### config.mk
export PLATFORM = sky130hd
export DESIGN_NAME = ldmem_tag_ctrl
export DESIGN_NICKNAME = d
export VERILOG_FILES = /design/src/rtl/ldmem_tag_ctrl_pkg.sv /design/src/rtl/ldmem_outst_cnt.sv /design/src/rtl/ldmem_tag_ctrl.sv
export SDC_FILE = /design/constraint.sdc
export NUM_CORES = 1
export LEC_CHECK = 0
export CORE_MARGIN = 10
export CORE_UTILIZATION = 44
export DETAILED_ROUTE_END_ITERATION = 12
export GPL_TIMING_DRIVEN = 0
export PLACE_DENSITY_LB_ADDON = 0.05
export SLEW_MARGIN = 20
export SYNTH_ARGS = -nofsm -noshare
export SYNTH_HDL_FRONTEND = slang
export SYNTH_HIERARCHICAL = 1
export SYNTH_SLANG_ARGS = --single-unit
### constraint.sdc
create_clock -name clk -period 2.92 [get_ports clk]
set_input_delay 0.73 -clock clk [delete_from_list [all_inputs] [get_ports clk]]
set_output_delay 0.73 -clock clk [all_outputs]
set_load 0.005 [all_outputs]
### src/rtl/ldmem_tag_ctrl_pkg.sv
// Shared types for the ldmem tag controller: FSM state encoding, perf counter width
// and the MAX_OUTST legality helper.
package ldmem_tag_ctrl_pkg;

  typedef enum logic [1:0] {
    ST_IDLE  = 2'd0,
    ST_ISSUE = 2'd1,
    ST_DRAIN = 2'd2,
    ST_DONE  = 2'd3
  } ldmem_state_e;

  localparam int PERF_W = 32;

  // The outstanding limit must be a power of two so the counter width is exact.
  function automatic bit outst_legal(input int n);
    return (n >= 1) && ((n & (n - 1)) == 0);
  endfunction

endpackage

### src/rtl/ldmem_outst_cnt.sv
// Outstanding-burst counter: +1 per request handshake, -1 per returned last beat.
// A simultaneous inc/dec leaves the count unchanged; a lone dec at zero is dropped and flagged.
module ldmem_outst_cnt #(
  parameter int MAX_OUTST = 8,
  parameter int OW        = $clog2(MAX_OUTST) + 1
) (
  input  logic          clk,
  input  logic          reset,
  input  logic          inc,
  input  logic          dec,
  output logic [OW-1:0] count,
  output logic          full,
  output logic          underflow
);

  always_ff @(posedge clk) begin
    if (reset) begin
      count <= '0;
    end else if (inc && !dec) begin
      count <= count + 1'b1;
    end else if (dec && !inc && (count != '0)) begin
      count <= count - 1'b1;
    end
  end

  assign full      = (count == OW'(MAX_OUTST));
  assign underflow = dec && !inc && (count == '0);

endmodule

### src/rtl/ldmem_tag_ctrl.sv
// Load-memory sequencer for one double-buffered buffer: issues strided DDR read bursts
// for the current ldmem tag and reports completion. Optional perf counters: LDMEM_PERF_CNT_EN.
//
// state    | meaning
// ---------+--------------------------------------------------------------
// ST_IDLE  | waiting for ldmem_tag_ready; latches cfg_* and tag on start
// ST_ISSUE | issuing bursts, throttled by the outstanding limit
// ST_DRAIN | all bursts issued, waiting for outstanding to reach zero
// ST_DONE  | one-cycle ldmem_tag_done pulse, back to idle
module ldmem_tag_ctrl
  import ldmem_tag_ctrl_pkg::*;
#(
  parameter int NUM_TAGS  = 2,
  parameter int TAG_W     = $clog2(NUM_TAGS),
  parameter int ADDR_W    = 42,
  parameter int LEN_W     = 8,
  parameter int CNT_W     = 16,
  parameter int MAX_OUTST = 8
) (
  input  logic              clk,
  input  logic              reset,
  input  logic [ADDR_W-1:0] cfg_base_addr,
  input  logic [ADDR_W-1:0] cfg_stride,
  input  logic [CNT_W-1:0]  cfg_num_bursts,
  input  logic [LEN_W-1:0]  cfg_burst_len,
  input  logic              ldmem_tag_ready,
  input  logic [TAG_W-1:0]  ldmem_tag,
  output logic              ldmem_tag_done,
  output logic              rd_req_valid,
  input  logic              rd_req_ready,
  output logic [ADDR_W-1:0] rd_req_addr,
  output logic [LEN_W-1:0]  rd_req_len,
  output logic [TAG_W-1:0]  rd_req_tag,
  input  logic              rd_resp_valid,
  input  logic              rd_resp_last,
  output logic              err_resp_unexp,
  output logic [PERF_W-1:0] perf_active_cyc,
  output logic [PERF_W-1:0] perf_stall_cyc
);

  localparam int OW = $clog2(MAX_OUTST) + 1;

  if (!outst_legal(MAX_OUTST)) begin : g_bad_outst
    $error("ldmem_tag_ctrl: MAX_OUTST must be a power of 2 and >= 1");
  end

  ldmem_state_e      state;
  logic [ADDR_W-1:0] addr_q;
  logic [ADDR_W-1:0] stride_q;
  logic [LEN_W-1:0]  len_q;
  logic [TAG_W-1:0]  tag_q;
  logic [CNT_W-1:0]  remaining_q;
  logic              done_q;
  logic              err_q;

  logic [OW-1:0]     outst;
  logic              outst_full;
  logic              outst_underflow;
  logic              req_hs;
  logic              resp_last;

  assign rd_req_valid = (state == ST_ISSUE) && !outst_full;
  assign req_hs       = rd_req_valid && rd_req_ready;
  assign resp_last    = rd_resp_valid && rd_resp_last;

  ldmem_outst_cnt #(
    .MAX_OUTST (MAX_OUTST),
    .OW        (OW)
  ) u_outst_cnt (
    .clk       (clk),
    .reset     (reset),
    .inc       (req_hs),
    .dec       (resp_last),
    .count     (outst),
    .full      (outst_full),
    .underflow (outst_underflow)
  );

  always_ff @(posedge clk) begin
    if (reset) begin
      state       <= ST_IDLE;
      addr_q      <= '0;
      stride_q    <= '0;
      len_q       <= '0;
      tag_q       <= '0;
      remaining_q <= '0;
      done_q      <= 1'b0;
    end else begin
      done_q <= 1'b0;
      case (state)
        ST_IDLE: begin
          if (ldmem_tag_ready) begin
            addr_q      <= cfg_base_addr;
            stride_q    <= cfg_stride;
            len_q       <= cfg_burst_len;
            tag_q       <= ldmem_tag;
            remaining_q <= cfg_num_bursts;
            if (cfg_num_bursts == '0) begin
              state  <= ST_DONE;
              done_q <= 1'b1;
            end else begin
              state <= ST_ISSUE;
            end
          end
        end
        ST_ISSUE: begin
          if (req_hs) begin
            // Address arithmetic wraps modulo 2^ADDR_W on purpose.
            addr_q      <= addr_q + stride_q;
            remaining_q <= remaining_q - 1'b1;
            if (remaining_q == CNT_W'(1)) begin
              state <= ST_DRAIN;
            end
          end
        end
        ST_DRAIN: begin
          if (outst == '0) begin
            state  <= ST_DONE;
            done_q <= 1'b1;
          end
        end
        ST_DONE: begin
          state <= ST_IDLE;
        end
        default: begin
          state <= ST_IDLE;
        end
      endcase
    end
  end

  always_ff @(posedge clk) begin
    if (reset) begin
      err_q <= 1'b0;
    end else if (outst_underflow) begin
      err_q <= 1'b1;
    end
  end

  assign ldmem_tag_done = done_q;
  assign rd_req_addr    = addr_q;
  assign rd_req_len     = len_q;
  assign rd_req_tag     = tag_q;
  assign err_resp_unexp = err_q;

`ifdef LDMEM_PERF_CNT_EN
  logic [PERF_W-1:0] active_q;
  logic [PERF_W-1:0] stall_q;

  // Both counters saturate rather than wrap so long runs stay meaningful.
  always_ff @(posedge clk) begin
    if (reset) begin
      active_q <= '0;
      stall_q  <= '0;
    end else begin
      if ((state != ST_IDLE) && (active_q != '1)) begin
        active_q <= active_q + 1'b1;
      end
      if (rd_req_valid && !rd_req_ready && (stall_q != '1)) begin
        stall_q <= stall_q + 1'b1;
      end
    end
  end

  assign perf_active_cyc = active_q;
  assign perf_stall_cyc  = stall_q;
`else
  assign perf_active_cyc = '0;
  assign perf_stall_cyc  = '0;
`endif

endmodule

# Word-level counts from Yosys, hierarchy flattened
# Cells that the tools add are included.
# Widths: inputs -> output; s select.
[op_classes]
muxes = 18
eq_ne = 9
n_reduce_logical = 19
addsub = 4
[op_table]
columns = ["operator", "n"]
rows = [
  ["$mux 42", 2],
  ["$pmux 42 s2", 1],
  ["$add 42x42->42", 1],
  ["$mux 16", 2],
  ["$pmux 16 s2", 1],
  ["$eq 16x1->1 const B", 1],
  ["$logic_not 16->1", 1],
  ["$sub 16x1->16 const B", 1],
  ["$mux 2", 5],
  ["$mux 4", 2],
  ["$pmux 2 s4", 1],
  ["$logic_and 1x1->1", 7],
  ["$add 4x1->4 const B", 1],
  ["$eq 2x2->1 const B", 2],
  ["$eq 4x4->1 const B", 1],
  ["$logic_not 4->1", 1],
  ["$ne 2x1->1 const B", 2],
  ["$ne 2x2->1 const B", 2],
  ["$reduce_and 4->1", 1],
  ["$reduce_bool 2->1", 2],
  ["$reduce_bool 4->1", 1],
  ["$sub 4x1->4 const B", 1],
  ["$logic_not 1->1", 3],
  ["$mux 1", 3],
  ["other kinds (5)", 5],
]
[totals]
regBits = 117
output_inout_bits = 118
in_bits = 115
elab_cells = 59

# Depth between registers and ports, before layout
[logic_depth]
depth_word = 9
ltp_mapped = 13
depth_no_buf = 11

# Hierarchy
# The synthesis kept the hierarchy.
[modules_own_cells]
columns = ["mod", "seq_area_each_um2", "instances", "area_per_inst_um2", "cells_per_inst"]
rows = [
  ["ldmem_tag_ctrl", 2262.2, 1, 7634.8, 1024],
  ["ldmem_outst_cnt", 80.1, 1, 295.3, 30],
]

# Worst setup path after synthesis
# OpenSTA, ideal clock, no wires.
[synth_path]
path_type = "reg2reg"
startpoint = "register state[1]"
endpoint = "register u_outst_cnt.count[3]"
setup_slack_ns = 0.014
arrival_time_ns = 2.822
required_ns = 2.836
period_less_slack_ns = 2.906
path_buffers = 3
setup_time_ns = 0.084
stages_incl_launch_ff = 14
cell_sequence = "dfxtp_1 > inv_1 > ha_1 > clkbuf_1 > clkinv_1 > clkbuf_1 > buf_1 > nor2_1 > nand2b_1 > ha_1 > a21o_2 > a21oi_1 > mux2_4 > o31ai_2"
[synth_between]
elab_chain_cells = 7
elab_cells_between_ends = 9
classes_between = "eq/ne: 1; mux: 1; reduce/logical: 7"
[synth_rtl]
columns = ["element", "line_no", "rtl"]
rows = [
  ["start, declared", "ldmem_tag_ctrl.sv:47", "ldmem_state_e state;"],
  ["start signal, assigned", "ldmem_tag_ctrl.sv:81", "state <= ST_IDLE;"],
  ["start signal, assigned", "ldmem_tag_ctrl.sv:99", "state <= ST_DONE;"],
  ["start signal, assigned", "ldmem_tag_ctrl.sv:102", "state <= ST_ISSUE;"],
  ["$eq 2x1->1 *", "ldmem_tag_ctrl.sv:62", "assign rd_req_valid = (state == ST_ISSUE) && !outst_full;"],
  ["$logic_and 1x1->1 *", "ldmem_tag_ctrl.sv:62", ""],
  ["$logic_and 1x1->1 *", "ldmem_tag_ctrl.sv:63", "assign req_hs = rd_req_valid && rd_req_ready;"],
  ["via req_hs", "ldmem_tag_ctrl.sv:59", "logic req_hs;"],
  ["$logic_not 1->1", "ldmem_outst_cnt.sv:21", "end else if (dec && !inc && (count != '0)) begin"],
  ["$logic_and 1x1->1 (2 in a row)", "ldmem_outst_cnt.sv:21", ""],
  ["$reduce_bool 2->1 (no source line)", "-", ""],
  ["end signal, assigned", "ldmem_outst_cnt.sv:20", "count <= count + 1'b1;"],
  ["end signal, assigned", "ldmem_outst_cnt.sv:22", "count <= count - 1'b1;"],
  ["end, declared", "ldmem_outst_cnt.sv:11", "output logic [OW-1:0] count,"],
]
# Mark *: on every way through the listed nets, which the timed path passes. The rest lies on a longest branch.
# A chain may end at the register's enable or synchronous reset.

# Worst setup path after layout
[layout_path]
startpoint = "register addr_q[0] (netlist: rd_req_addr[0])"
endpoint = "register addr_q[30] (netlist: rd_req_addr[30])"
[layout_between]
elab_chain_cells = 3
[layout_rtl]
columns = ["element", "line_no", "rtl"]
rows = [
  ["start, declared", "ldmem_tag_ctrl.sv:48", "logic [ADDR_W-1:0] addr_q;"],
  ["start signal, assigned", "ldmem_tag_ctrl.sv:93", "addr_q <= cfg_base_addr;"],
  ["start signal, assigned", "ldmem_tag_ctrl.sv:109", "addr_q <= addr_q + stride_q;"],
  ["$add 42x42->42", "ldmem_tag_ctrl.sv:109", ""],
  ["$mux 42", "ldmem_tag_ctrl.sv:107", "if (req_hs) begin"],
  ["$pmux 42 s2", "ldmem_tag_ctrl.sv:90", "case (state)"],
]
# No other way between the ends. The select of a mux whose other input is x is not followed.

==> flow_summary.yaml <==
global_route:
  grt_pass1_vias: 8082
  grt_pass1_wl_mm: 43.61
  antenna_found_initial: 2
  grt_max_degree: 17
  grt.total_usage_pct: 22.76
  overflow: 0
worst_setup_path:
  crit_slowest_cell: "or3_4"
  rrSetupSlack_ns: 0.08
  crit_fanout: 3
  critical_path_class: "reg2reg"
  max_stage_delay_ns: 0.36
  endpoint_kind: "register"
  cp.required_ns: 3.23
  arrival_ns: 3.15
  worst_setup_path_start_kind: "register"
  crit_chain: "ha_4, fa_2, a211o_1, a21oi_2, a21oi_2, a41oi_2, a21boi_2, or3_4, a211o_1, a31oi_1, nor2_1"
power_and_ir_drop:
  intPower_w: 0.005770
  ir_drop_v: 0.0007892
  pwr-share-seq_pct: 25.1
  power_frac_comb_pct: 55.5
  powerDensity_mw_per_mm2: 964.9
  clock_power_share_pct: 19.4
  switchingPower_w: 0.004718
  p_leak_nw: 4.474
  swShare_pct: 44.98
sta:
  drv_slew: 0
  period_needed_ns: 2.839
  max_freq_ghz: 0.3523
  period_share_pct: 97.21
  finClkSkew_ns: 0.006824
  finalHoldViolations: 0
  setup_viol: 0
  maxSlewHeadroom_pct: 43.61
  tightestPinTransition_ns: 0.8458
route:
  drtAntennaViolNets: 0
  wl_mm: 28.48
  drt_iter0_drc: 709
  routed-via-count: 8359
  drc_errors: 0
  dr.pass1.iters: 6
  viasPerCell: 5.393
  wire_per_inst_um: 18.37
floorplanning:
  fp.dieArea_mm2: 0.02379
  die_w_um: 154.3
  initial_core_util_pct: 44.45
  die_h_um: 154.3
  num_rows: 49
  coreArea_mm2: 0.01784
  io_pins: 233
placement:
  dp.cells: 1514
  dp_hpwl_mm: 21.63
  io_buffer_count: 168
  place.gp.congestion: 0.9727
  dpl_cell_area_mm2: 0.01013
final_layout:
  layout_commonest_cell: "nand2_1"
  final_cell_area_mm2: 0.01087
  layout.cells.most_common_list: "nand2_1 (175), clkdlybuf4s50_1 (168), a21oi_1 (136)"
  fillers: 1717
  nets: 1474
  fin_cells: 1550
  syn_to_final_growth_pct: 37.06
  layout-drive-gt1-share_pct: 11.52
  multi_input_area_mm2: 0.005124
  ff_latch_area_mm2: 0.002345
  final_util_pct: 60.92
flow_run:
  maxCapViolations: 0
synth:
  syn_inst: 1054
  syn_area_mm2: 0.007930
  yosysWarningCount: 6
  synth_seq_cells: 117
  synthFlopType: "dfxtp_1"
  synth.avg_cell_area_um2: 7.524
  synth-async-reset-ratio_pct: 0
  ys_types: 75
  synth_edf_count: 0
  synth_seq_area_share_pct: 29.54
clocking:
  cts_buffers: 17
  clockBufferDepth: 2
  tritoncts: "built"
  clock_tree.htree_level_count: 4
  clkTransAtPathRegs_ns: 0.06
  insertion_delay_ns: 0.42
  cts_sinks: 117
  root_buffer: "clkbuf_16"
outcome:
  run_status: "finished clean"
hold_path:
  hp-class: "reg2reg"
power by group through the flow:
stage | clock (W) | combinational [W] | sequential [W]
3_3_place_gp | 0 | 0.00557 | 0.00264
6_report | 0.00204 | 0.00582 | 0.00264
3_5_place_dp | 0 | 0.00562 | 0.00264
4_1_cts | 0.00205 | 0.00570 | 0.00263
2_1_floorplan | 0 | 0.00361 | 0.00253
5_1_grt | 0.00213 | 0.00637 | 0.00269
layout make-up:
type	instances	area share, %
Antenna cell	1	0.02302
Buffer	122	6.596
Clock buffer	22	4.547
Clock inverter	8	0.6907
Inverter	23	0.8403
Multi-Input combinational cell	853	47.14
Sequential cell	117	21.57
Tap cell	229	2.636
Timing Repair Buffer	175	15.95
cell usage after synthesis (all sizes together), types with 6 or more instances:
master  number  area share, %
inv         22            1.0
xnor2       23            2.5
o211ai       6           0.57
o21bai      11            1.0
a211oi      31            3.0
nand2      176            8.4
dfxtp      117             30
a21oi      141            9.0
o31ai        6           0.63
nand3       22            1.4
mux2i       15            1.9
a31oi       16            1.3
buf         73            6.5
nor2        76            3.7
nand2b       7           0.65
a21o        19            1.8
o21ai       61            3.9
or3          7           0.62
clkbuf      51            2.4
xor2        12            1.3
nor3         9           0.57
nand4       11           0.87
ha          48            7.6
and2         8           0.65
o22ai        6           0.47
nor2b        6           0.47
nor4         8           0.71
a22oi        6           0.57
worst max-delay path, delay by kind of cell (launching register included):
kind / cells / cell delay [ns]
AOI/OAI and AO/OA: 7 / 1.44
adders and majority gates: 2 / 0.53
DFF: 1 / 0.34
and+or+nand+nor: 2 / 0.42
stage by stage:
step	hold slack, ns	TNS, ns	total power [W]	setup slack, ns
after global routing	0.4652	-0.004419	0.01119	-0.004419
after floorplan	0.4400	0	0.006133	0.01393
after global placement	0.4418	-9.103	0.008210	-0.7729
after CTS	0.4563	0	0.01037	0.007468
after detailed placement	0.4486	-11.41	0.008257	-0.8727
final	0.4527	0	0.01049	0.08149
layer usage:
layer  global-route usage (%)  up-vias  wire (um)  part of all wire, %
li1                         -     4126          -                    -
met1                    28.26     3819      12150                   43
met2                    36.90      369      13130                   46
met3                    7.182       43       2657                  9.3
met4                    6.703        2        522                  1.8
met5                        0        -         20                0.070
flip-flops by register name (all words and copies together), names as in the netlist:
register	flops
ldmem_tag_done	1
u_outst_cnt/count	4
rd_req_tag	1
err_resp_unexp	1
rd_req_addr	42
rd_req_len	8
state	2
remaining_q	16
stride_q	42
repair_timing:
action,CTS,global route
setup buffers,3,4
pin swaps,7,13
hold buffers,0,0
gates resized for setup,17,18
setup endpoints to repair,22,28
cells by family after synthesis:
logic type      share of synthesized area, %
xor+xnor                               3.866
fa+ha+maj                              8.078
mux                                    2.367
compound gates                         26.40
simple gates                           19.64
other cells                          0.04729
flops                                  29.54
buf+inv                                10.07
path summary, 6_finish.rpt:
check                 startpoint               to  depth (start not counted)
setup reg to reg  rd_req_addr[0]  rd_req_addr[30]                         11
hold / removal     rd_req_len[1]    rd_req_len[1]                          2
setup / recovery  rd_req_addr[0]  rd_req_addr[30]                         11
hold reg to reg    rd_req_len[1]    rd_req_len[1]                          2
(Power assumes the default switching activity.)
==> RTL change: new RTL, same flow settings <==
Re-encode `ldmem_state_e` (4 states) as one-hot, 4 bits wide.
--- a/src/rtl/ldmem_tag_ctrl_pkg.sv
+++ b/src/rtl/ldmem_tag_ctrl_pkg.sv
@@ -4,7 +4,7 @@
 
-  typedef enum logic [1:0] {
-    ST_IDLE  = 2'd0,
-    ST_ISSUE = 2'd1,
-    ST_DRAIN = 2'd2,
-    ST_DONE  = 2'd3
+  typedef enum logic [3:0] {
+    ST_IDLE  = 4'b0001,
+    ST_ISSUE = 4'b0010,
+    ST_DRAIN = 4'b0100,
+    ST_DONE  = 4'b1000
   } ldmem_state_e;
Behaviour: same outputs for any inputs over 4 cycles, from zero or initial values and one cycle with reset high; so few cycles prove little.
==> RTL change against the unedited design <==
Final area is 1.3% higher. Setup slack better by 0.011 ns. Sequential cell count is 2 higher. Critical path type is now primary input to flip-flop. Utilization is 2.3 points higher. Area after synthesis is 0.62% lower. Wire length is 0.44% higher.
Power is not compared: it rests on default switching activity, and its combinational part moved more than twofold at a synthesized area within 25%.
==> RTL change: results (changes against the unedited design) <==
| Metric | Value |
|---|---|
| Met2 GRT Util | `38.3% (+1.4 points)` |
| Top post-synthesis cells by count | `nand2_1 (210), a21oi_1 (134), dfxtp_1 (119), nor2_1 (91), buf_4 (64)` |
| Metal3 WL | `2.22 mm (-17%)` |
| Syn Area/Cell | `7.37 µm² (-2.0%)` |
| Mux share of post-synthesis cell area | `0.445% (-1.9 points)` |
| Fraction of area in multi-input gates | `47.2% (+0.072 points)` |
| CP Depth | `13 (+2)` |
| Via Count | `8,386 (+0.32%)` |
| Share of the yosys chip area belonging to registers | `30.2% (+0.69 points)` |
| GRT met1 Usage | `28.3% (about the same)` |
| Most area-consuming cells after synthesis | `dfxtp_1 (30%), nand2_1 (10%), a21oi_1 (8.5%)` |
| Adder-Cell Fraction of Synth Area | `7.65% (-0.43 points)` |
| Clk cell area share | `5.82% (+0.58 points)` |
| Buffers outside the clock class | `296 (-0.34%)` |
| DRT iter0 DRCs | `512 (-28%)` |
| Non-clk buf share | `22.2% (-0.37 points)` |
| Post-Place Worst Slack | `-0.853 ns (+0.0201 ns)` |
| Psw | `1.80 mW` |
| First-pass GRT wire length | `44.4 mm (+1.8%)` |
| Top delay family on crit path | `buffers and inverters` |
| Num sequential | `119 (+1.7%)` |
| Final HPWL DP | `22.0 mm (+1.7%)` |
| Synth cell types | `64 (-15%)` |
| Fraction of layout cells with a size suffix above 1 | `12.6% (+1.0 points)` |
| Worst EP arrival | `3.18 ns (+0.03 ns)` |
| Grt met3 use | `7.00% (-0.18 points)` |
| Status | `complete, no violations` |
| Slowest-stage cell, CP | `clkdlybuf4s50_1` |
| Mapped cell area | `0.00788 mm² (-0.62%)` |
| DR pass1 iterations | `4 (-2)` |
| Number of fillers in the final layout | `1,656 (-3.6%)` |
| Nets | `1,487 (+0.88%)` |
| Metal2 WL | `13.4 mm (+1.7%)` |
| Gr usage total | `23.2% (+0.45 points)` |
| Slew HR | `41.8% (-1.8 points)` |
| Compound-cell area share of the yosys netlist | `25.7% (-0.66 points)` |
| Vias in the first global route | `8,343 (+3.2%)` |
| GPL Wtd Cong | `0.925 (-4.9%)` |
| Layout Cells excl Fill | `1,564 (+0.90%)` |
| Synth Area in XOR/XNOR | `4.11% (+0.25 points)` |
| Register fraction of the total cell area | `21.7% (+0.15 points)` |
| Invs w/o clock | `13 (-43%)` |
| Initial antenna violation count | `1 (-1)` |
| Cts repair resizes | `18 (+1)` |
| M1 WL | `12.4 mm (+2.5%)` |
| Clock buffer cells | `20 (-9.1%)` |
| Post-CTS Setup Repair Bufs | `6 (+3)` |
| Worst-path fanout max | `8 (+5)` |
| DRT Wirelength | `28.6 mm (+0.44%)` |
| Top layer reached by signal wires | `met4` |
| Multi-input comb cells | `878 (+2.9%)` |
| Post-layout util | `63.2% (+2.3 points)` |
| Max Clock Skew | `0.00719 ns (+0.000364 ns)` |
## RTL change: cell count changes after synthesis, sizes merged, moves of 7 or more
| cell | unedited run | this run |
|---|---|---|
| nor2 | 76 | 91 |
| mux2i | 15 | 2 |
| a311oi | 3 | 15 |
| nand2 | 176 | 210 |
| nor3 | 9 | 20 |
| inv | 22 | 12 |
| a211oi | 31 | 14 |
| buf | 73 | 66 |
| a31oi | 16 | 9 |
| and3 | 5 | 13 |
## RTL change: path summary, 6_finish.rpt
check                                                  from                                 to  slack (ns)
worst max-delay path                           rd_req_ready  u_outst_cnt/count[3]$_SDFFE_PP0P_        0.09
worst min-delay path             rd_req_len[1]$_SDFFE_PP0P_         rd_req_len[1]$_SDFFE_PP0P_        0.45
worst max register to register  rd_req_addr[0]$_SDFFE_PP0P_       rd_req_addr[38]$_SDFFE_PP0P_        0.11
worst min register to register   rd_req_len[1]$_SDFFE_PP0P_         rd_req_len[1]$_SDFFE_PP0P_        0.45
